<file path="src/rtl/rv_pkg.sv">
// Shared register-file types for the decode/operand-fetch/execute slice.
// Addresses are fixed at 5 bits; the operand bundle matches the default 32-bit datapath.
package rv_pkg;

    localparam int REG_ADDR_W = 5;
    localparam int DATA_W     = 32;

    typedef logic [REG_ADDR_W-1:0] reg_addr_t;

    typedef struct packed {
        logic [DATA_W-1:0] rs1_data;
        logic [DATA_W-1:0] rs2_data;
        reg_addr_t         rd;
        logic              writes_rd;
    } operand_bundle_t;

endpackage

</file>
<file path="src/rtl/reg_scoreboard.sv">
// Busy-bit scoreboard for pending register writes: one set port (accept),
// one clear port (writeback), flush, and three combinational lookups.
module reg_scoreboard
    import rv_pkg::*;
#(
    parameter int DEPTH = 32
) (
    input  logic       clk,
    input  logic       reset,
    input  logic       flush,
    input  logic       set_en,
    input  logic [4:0] set_addr,
    input  logic       clr_en,
    input  logic [4:0] clr_addr,
    input  logic [4:0] rs1_addr,
    input  logic [4:0] rs2_addr,
    input  logic [4:0] rd_addr,
    output logic       rs1_busy,
    output logic       rs2_busy,
    output logic       rd_busy
);

    logic [DEPTH-1:0] busy;
    logic [DEPTH-1:0] busy_next;

    // Clear is applied before set so a same-cycle set of the same register wins.
    always_comb begin
        busy_next = busy;
        if (clr_en && clr_addr != '0) begin
            busy_next[clr_addr] = 1'b0;
        end
        if (set_en && set_addr != '0) begin
            busy_next[set_addr] = 1'b1;
        end
        busy_next[0] = 1'b0;
    end

    always_ff @(posedge clk) begin
        if (reset || flush) begin
            busy <= '0;
        end else begin
            busy <= busy_next;
        end
    end

    assign rs1_busy = busy[rs1_addr];
    assign rs2_busy = busy[rs2_addr];
    assign rd_busy  = busy[rd_addr];

endmodule

</file>
<file path="src/rtl/operand_fetch.sv">
// Operand fetch stage: reads the register file, stalls on scoreboard hazards and
// registers an operand bundle for execute. Define OPFETCH_BYPASS_EN for writeback forwarding.
module operand_fetch
    import rv_pkg::*;
#(
    parameter int WIDTH = 32,
    parameter int DEPTH = 32
) (
    input  logic             clk,
    input  logic             reset,
    input  logic             in_valid,
    output logic             in_ready,
    input  logic [4:0]       in_rs1,
    input  logic [4:0]       in_rs2,
    input  logic [4:0]       in_rd,
    input  logic             in_use_rs1,
    input  logic             in_use_rs2,
    input  logic             in_writes_rd,
    output logic [4:0]       read_addr1,
    output logic [4:0]       read_addr2,
    input  logic [WIDTH-1:0] read_data1,
    input  logic [WIDTH-1:0] read_data2,
    input  logic             wb_en,
    input  logic [4:0]       wb_addr,
    input  logic [WIDTH-1:0] wb_data,
    input  logic             flush,
    output logic             out_valid,
    input  logic             out_ready,
    output logic [WIDTH-1:0] out_rs1_data,
    output logic [WIDTH-1:0] out_rs2_data,
    output logic [4:0]       out_rd,
    output logic             out_writes_rd
);

    // Handshake: a transfer happens on a rising edge where valid && ready are both
    // high; a producer holding valid keeps its payload stable until that edge.

    reg_addr_t        rs1;
    reg_addr_t        rs2;
    reg_addr_t        rd;
    logic             rs1_busy;
    logic             rs2_busy;
    logic             rd_busy;
    logic             fwd1;
    logic             fwd2;
    logic             wb_hits_rd;
    logic             hazard1;
    logic             hazard2;
    logic             hazard_waw;
    logic             accept;
    logic [WIDTH-1:0] rs1_sel;
    logic [WIDTH-1:0] rs2_sel;

    assign rs1 = in_rs1;
    assign rs2 = in_rs2;
    assign rd  = in_rd;

    assign read_addr1 = in_rs1;
    assign read_addr2 = in_rs2;

`ifdef OPFETCH_BYPASS_EN
    assign fwd1       = wb_en && (wb_addr == rs1);
    assign fwd2       = wb_en && (wb_addr == rs2);
    assign wb_hits_rd = wb_en && (wb_addr == rd);
`else
    assign fwd1       = 1'b0;
    assign fwd2       = 1'b0;
    assign wb_hits_rd = 1'b0;
`endif

    reg_scoreboard #(.DEPTH(DEPTH)) u_scoreboard (
        .clk      (clk),
        .reset    (reset),
        .flush    (flush),
        .set_en   (accept && in_writes_rd),
        .set_addr (rd),
        .clr_en   (wb_en),
        .clr_addr (wb_addr),
        .rs1_addr (rs1),
        .rs2_addr (rs2),
        .rd_addr  (rd),
        .rs1_busy (rs1_busy),
        .rs2_busy (rs2_busy),
        .rd_busy  (rd_busy)
    );

    assign hazard1    = in_use_rs1 && (rs1 != '0) && rs1_busy && !fwd1;
    assign hazard2    = in_use_rs2 && (rs2 != '0) && rs2_busy && !fwd2;
    assign hazard_waw = in_writes_rd && (rd != '0) && rd_busy && !wb_hits_rd;

    assign in_ready = !flush && (!out_valid || out_ready) && !hazard1 && !hazard2 && !hazard_waw;
    assign accept   = in_valid && in_ready;

    // x0 beats forwarding, so a writeback to x0 can never leak into an operand.
    always_comb begin
        rs1_sel = read_data1;
        if (rs1 == '0) begin
            rs1_sel = '0;
        end else if (fwd1) begin
            rs1_sel = wb_data;
        end
        rs2_sel = read_data2;
        if (rs2 == '0) begin
            rs2_sel = '0;
        end else if (fwd2) begin
            rs2_sel = wb_data;
        end
    end

    always_ff @(posedge clk) begin
        if (reset) begin
            out_valid     <= 1'b0;
            out_rs1_data  <= '0;
            out_rs2_data  <= '0;
            out_rd        <= '0;
            out_writes_rd <= 1'b0;
        end else if (flush) begin
            out_valid <= 1'b0;
        end else if (accept) begin
            out_valid     <= 1'b1;
            out_rs1_data  <= rs1_sel;
            out_rs2_data  <= rs2_sel;
            out_rd        <= in_rd;
            out_writes_rd <= in_writes_rd;
        end else if (out_ready) begin
            out_valid <= 1'b0;
        end
    end

endmodule

</file>
<file path="config.mk">
export PLATFORM = sky130hd
export DESIGN_NAME = operand_fetch
export DESIGN_NICKNAME = d
export VERILOG_FILES = /design/src/rtl/rv_pkg.sv /design/src/rtl/reg_scoreboard.sv /design/src/rtl/operand_fetch.sv
export SDC_FILE = /design/constraint.sdc
export NUM_CORES = 1
export LEC_CHECK = 0
export CAP_MARGIN = 20
export CORE_MARGIN = 2
export CORE_UTILIZATION = 45
export CTS_BUF_LIST = sky130_fd_sc_hd__clkbuf_8
export DETAILED_ROUTE_END_ITERATION = 10
export PLACE_DENSITY = 0.8
export SETUP_SLACK_MARGIN = 0.4
export SLEW_MARGIN = 5
export SYNTH_ARGS = -nofsm -noshare
export SYNTH_HDL_FRONTEND = slang
export SYNTH_SLANG_ARGS = --single-unit
</file>
<file path="constraint.sdc">
create_clock -name clk -period 3.03 [get_ports clk]
set_input_delay 0.303 -clock clk [delete_from_list [all_inputs] [get_ports clk]]
set_output_delay 0.303 -clock clk [all_outputs]
set_load 0.02 [all_outputs]
</file>
* After elaboration in Yosys (flattened, before gate mapping) *
Cells that the tools add are included.

operators by class
  order comparisons = 6
  muxes and demuxes = 16
  bitwise operators = 4
  reductions and logical operators = 32

operator list
  operator            number
  $mux 32             4
  $and 32x32->32      1
  $not 32->32         1
  $or 32x32->32       1
  $lt 5x6->1 const B  4
  $reduce_bool 5->1   4
  $logic_and 1x1->1   16
  $bmux 1 s5          3
  $demux 1 s5         2
  $ge 5x1->1 const B  2
  $logic_not 5->1     2
  $mux 1              7
  $logic_not 1->1     5
  $logic_or 1x1->1    2
  $reduce_and 2->1    1
  $reduce_bool 2->1   1
  $reduce_or 2->1     1
  $not 1->1           1

word-level totals
  bits in registers = 103
  bits of input ports = 125
  output and inout bits = 82
  logic and storage cells = 65

* Longest topological paths before layout *
  depth in word-level cells = 11
  mapped depth = 10
  depth with buffers taken out = 6

* By module *
A second synthesis with hierarchy kept.

unflattened totals
  cells, all modules = 689
  area, all modules = 5452.7 µm²

by module, submodules not included
  module          times used  cells each  area an instance (µm²)  seq. area each (µm²)
  operand_fetch   1           409         3221.8                  1421.4
  reg_scoreboard  1           280         2230.9                  620.6

* Worst setup path after synthesis *
No wires, ideal clock.

  kind = input -> register
  start = in in_rd[0]
  end = reg out_rs1_data[0]
  library setup time = 118 ps
  arrival = 2263 ps
  required time = 2912 ps
  setup slack = 649 ps
  stages on the path = 10
  buffers on the path = 4
  path through = clkbuf_1 -> buf_2 -> mux4_2 -> a22oi_1 -> nand4_1 -> o2111ai_2 -> nand3_4 -> buf_8 -> buf_12 -> mux2i_1

on the way
  longest elaborated chain between the ends = 7
  elaborated cells between the ends (all ways) = 9
  those cells by class = mux (2); reduce/logical (7)

ends and longest elaborated chain
  element                                                                   line                                       source
  from (decl)                                                               operand_fetch.sv:15                        input logic [4:0] in_rd,
  $bmux 1 s5 / $reduce_bool 5->1 (equally long branches)                    reg_scoreboard.sv:48, operand_fetch.sv:89
  $mux 1 (not written as such) / $logic_and 1x1->1 (equally long branches)  reg_scoreboard.sv:48, operand_fetch.sv:89
  $logic_and 1x1->1 (*)                                                     operand_fetch.sv:89                        assign hazard_waw = in_writes_rd && (rd != '0) && rd_busy && !wb_hits_rd;
  $logic_not 1->1 (*)                                                       operand_fetch.sv:91                        assign in_ready = !flush && (!out_valid || out_ready) && !hazard1 && !hazard2 && !hazard_waw;
  $logic_and 1x1->1 (*)                                                     operand_fetch.sv:91
  $logic_and 1x1->1 (*)                                                     operand_fetch.sv:92                        assign accept = in_valid && in_ready;
  $reduce_and 2->1 (no source line) (*)                                     --
  to (signal assigned)                                                      operand_fetch.sv:121                       out_rs1_data <= rs1_sel;
  to (decl)                                                                 operand_fetch.sv:29                        output logic [WIDTH-1:0] out_rs1_data,

Mark *: on every way between the ends. The rest lies on a longest branch, timed or not. The select of a mux whose other input is x is not followed.
A chain may end at the register's enable or synchronous reset.

* Worst setup path in the final report *
  start = reg u_scoreboard.busy[2]
  end = out in_ready

on the way
  longest elaborated chain between the ends = 7
  elaborated cells between the ends (all ways) = 15
  those cells by class = mux (6); reduce/logical (9)

ends and longest elaborated chain
  element                         line                  source
  from (decl)                     reg_scoreboard.sv:23  logic [DEPTH-1:0] busy;
  from (signal assigned)          reg_scoreboard.sv:42  busy <= busy_next;
  $bmux 1 s5                      reg_scoreboard.sv:46  assign rs1_busy = busy[rs1_addr];
  $mux 1 (not written as such)    reg_scoreboard.sv:46
  $logic_and 1x1->1               operand_fetch.sv:87   assign hazard1 = in_use_rs1 && (rs1 != '0) && rs1_busy && !fwd1;
  $logic_not 1->1                 operand_fetch.sv:91
  $logic_and 1x1->1 (2 in a row)  operand_fetch.sv:91
  $logic_and 1x1->1 (*)           operand_fetch.sv:91
  to (decl)                       operand_fetch.sv:12   output logic in_ready,

Marked as above.

==> flow_summary.json <==
{
  "rsz0062_at_grt": "false",
  "wl_per_cell_microns": 18.33,
  "gr-total-overflow": 0,
  "syn_area_sq_mm": 0.005379,
  "period_needed_ns": 2.549,
  "whs_ns": 0.4591,
  "vias": 4894,
  "h-tree-depth": 3,
  "crit_buf_inv": 1,
  "synth-seq-cells": 102,
  "synth_xor_area_share_pct": 0,
  "dp_slack_ns": -0.1182,
  "antenna_found_initial": 0,
  "synth_nets": 666,
  "max-cap-violations": 0,
  "cts_made_buffers": 9,
  "fin_nets": 833,
  "clk-insertion-delay-late_ns": 0.38,
  "grt_pass1_wl_microns": 24890,
  "final_cells": 856,
  "rows": 39,
  "criticalPathCategory": "register to output pin",
  "path_common_cell": "mux4_2",
  "hold_path_class": "primary input to register",
  "ff2ff_path_depth": 8,
  "synth.distinct_cells": 39,
  "ys.flop_type": "dfxtp_1",
  "async_reset_ff_share_pct": 0,
  "clockBufferDepth": 2,
  "slew_headroom_pct": 66.88,
  "syn_inst": 541,
  "worstPathMaxFanout": 4,
  "viasPerCell": 5.717,
  "placed_area_sq_mm": 0.007223,
  "ir_drop_mv": 0.2219,
  "cts_hold_buf": 0,
  "dp_cells": 834,
  "p_leak_nw": 3.025,
  "synth_mux_area_share_pct": 24.03,
  "hold_violations": 0,
  "mostFrequentLayoutCell": "clkdlybuf4s50_1",
  "final_area_sq_mm": 0.007510,
  "max_stage_delay_ns": 0.47,
  "rrSetupSlack_ns": 0.53,
  "skew_ns": 0.01856,
  "min-delay-start": "read_data2[17]",
  "final_core_util_pct": 64.94,
  "worstReg2RegEnd": "u_scoreboard.busy[1]$_SDFF_PP0_",
  "port_buffers": 174,
  "area_delta_synth_final_pct": 39.61,
  "setup_slack_ns": 0.4810,
  "ant_nets": 0,
  "worst-slew-pin-transition_ns": 0.4954,
  "dieWidth_microns": 113.3,
  "grt_pass1_vias": 4968,
  "cp_data_required_time_ns": 2.73,
  "clk_pin_slew_ns": 0.11,
  "synthAdderAreaFrac_pct": 0,
  "grtUsageTotal_pct": 24.25,
  "worstPathArrival_ns": 2.25,
  "wl_microns": 15690,
  "io_pins": 207,
  "min_to": "out_rs2_data[17]$_SDFFE_PP0P_",
  "hpwl_microns": 11330,
  "hold_depth": 3,
  "critPathCaptureType": "output pin",
  "crit_start": "u_scoreboard.busy[2]$_SDFF_PP0_",
  "critPathLaunchType": "register",
  "drv_slew": 0,
  "layout_common_cells": "clkdlybuf4s50_1, dfxtp_1, nand2b_1",
  "power.density_mw_per_mm2": 391.7,
  "clock_sinks": 102,
  "finalSetupViolCount": 0,
  "dr.pass1.iters": 5,
  "crit_chain": "nand2_1 -> mux4_2 -> mux4_2 -> nand3b_4 -> and3_1 -> buf_2",
  "ys_warn_count": 0,
  "drc": 0,
  "cpMaxStageDelayCell": "mux4_2",
  "outcome": "completed",
  "drt_iter0_markers": 498,
  "core-area_sq_mm": 0.01156,
  "synth_compound_area_share_pct": 10.75,
  "cts-root-buf": "clkbuf_8",
  "antenna_cells": 0,
  "synth_top_family_by_area": "multiplexers",
  "cpLargestDelayFamily": "multiplexers",
  "initial_utilization_pct": 46.51,
  "finalCritPeriodShare_pct": 84.13,
  "yosysSeqAreaShare_pct": 37.96,
  "synth_edf_count": 0,
  "dieArea_sq_mm": 0.01284,
  "cts_tree": "done",
  "yosys.area_share.simple_pct": 20.75,
  "max_freq_mhz": 392.3,
  "drive_gt1_share_pct": 13.04,
  "gp_congestion": 1.014,
  "syn_avg_cell_area_sq_um": 9.943,
  "r2r-start": "u_scoreboard.busy[7]$_SDFF_PP0_",
  "die_h_microns": 113.3,
  "grt_max_degree": 53
}
==> synthesized netlist by cell type (3+ instances only) <==
library cell / count / share of area, %
nor2b_1: 7 / 0.81
a22oi_1: 4 / 0.56
nand2_1: 76 / 5.3
nand2b_1: 80 / 9.3
or3b_2: 3 / 0.49
dfxtp_1: 102 / 38
o211ai_1: 31 / 4.3
clkbuf_1: 29 / 2.0
nand3b_1: 8 / 1.1
mux2i_1: 77 / 14
o41ai_1: 6 / 0.98
nor3_1: 4 / 0.37
nor2_1: 9 / 0.63
buf_2: 6 / 0.56
o31ai_1: 25 / 3.5
buf_12: 4 / 1.5
buf_4: 13 / 1.8
mux4_2: 21 / 8.8
nand3_1: 7 / 0.65
==> worst max-delay path by stage <==
stage / end / slack [ns] / depth (start not counted)
6_report: in_ready / 0.48 / 6
5_1_grt: u_scoreboard.busy[6]$_SDFF_PP0_ / 0.40 / 8
2_1_floorplan: out_rs1_data[0]$_SDFFE_PP0P_ / 0.65 / 10
3_3_place_gp: in_ready / -0.07 / 8
4_1_cts: in_ready / 0.40 / 6
3_5_place_dp: in_ready / -0.12 / 8
==> stage by stage <==
stage	setup TNS, ns	total power, mW
after global placement	-0.06751	2.039
after CTS	0	2.959
after floorplan	0	1.763
after global routing	0	3.066
after detailed placement	-1.605	2.053
final	0	2.942
==> cell type report <==
type                            instances  area [sq um]
Sequential cell                       102          2056
Tap cell                              143         178.9
Inverter                                2         7.507
Timing Repair Buffer                  210          2061
Multi-Input combinational cell        383          3000
Clock inverter                          6         68.82
Clock buffer                           10         137.6
Fill cell                             917          4055
==> registers in the layout, summed over array words and instances, names as in the netlist <==
| signal | cells |
|---|---|
| out_valid | 1 |
| u_scoreboard.busy | 31 |
| out_rd | 5 |
| out_rs2_data | 32 |
| out_rs1_data | 32 |
| out_writes_rd | 1 |
==> power breakdown <==
group	leakage, nW	switching, mW	internal [mW]	total [mW]
Combinational	2.08	0.293	0.322	0.616
Clock	0.109	0.505	0.411	0.916
Sequential	0.833	0.0244	1.39	1.41
==> worst min-delay path: cells and delay by family <==
family                 cells  cell delay, ns
AND/OR/NAND/NOR            1            0.05
multiplexers               1            0.05
buffers and inverters      1            0.40
==> timing repair <==
item / CTS / global route
gates cloned: 1 / 0
endpoints found under the setup margin: 52 / 1
resized for setup: 20 / 2
buffers inserted: 5 / 0
pin swaps: 0 / 1
==> cells by family after synthesis <==
family / count (synthesis)
multiplexers: 101
AO/OA/AOI/OAI: 75
flip-flops: 102
AND/OR/NAND/NOR: 207
buffers and inverters: 56
==> metal layers <==
layer	GRT usage (%)	routed length [microns]	up-vias
met4	10.49	496	0
met5	0	0	-
li1	-	-	2271
met3	4.821	1410	41
met1	30.92	6352	2335
met2	40.08	7433	247
Note: power is estimated with default switching activity, not from simulation.
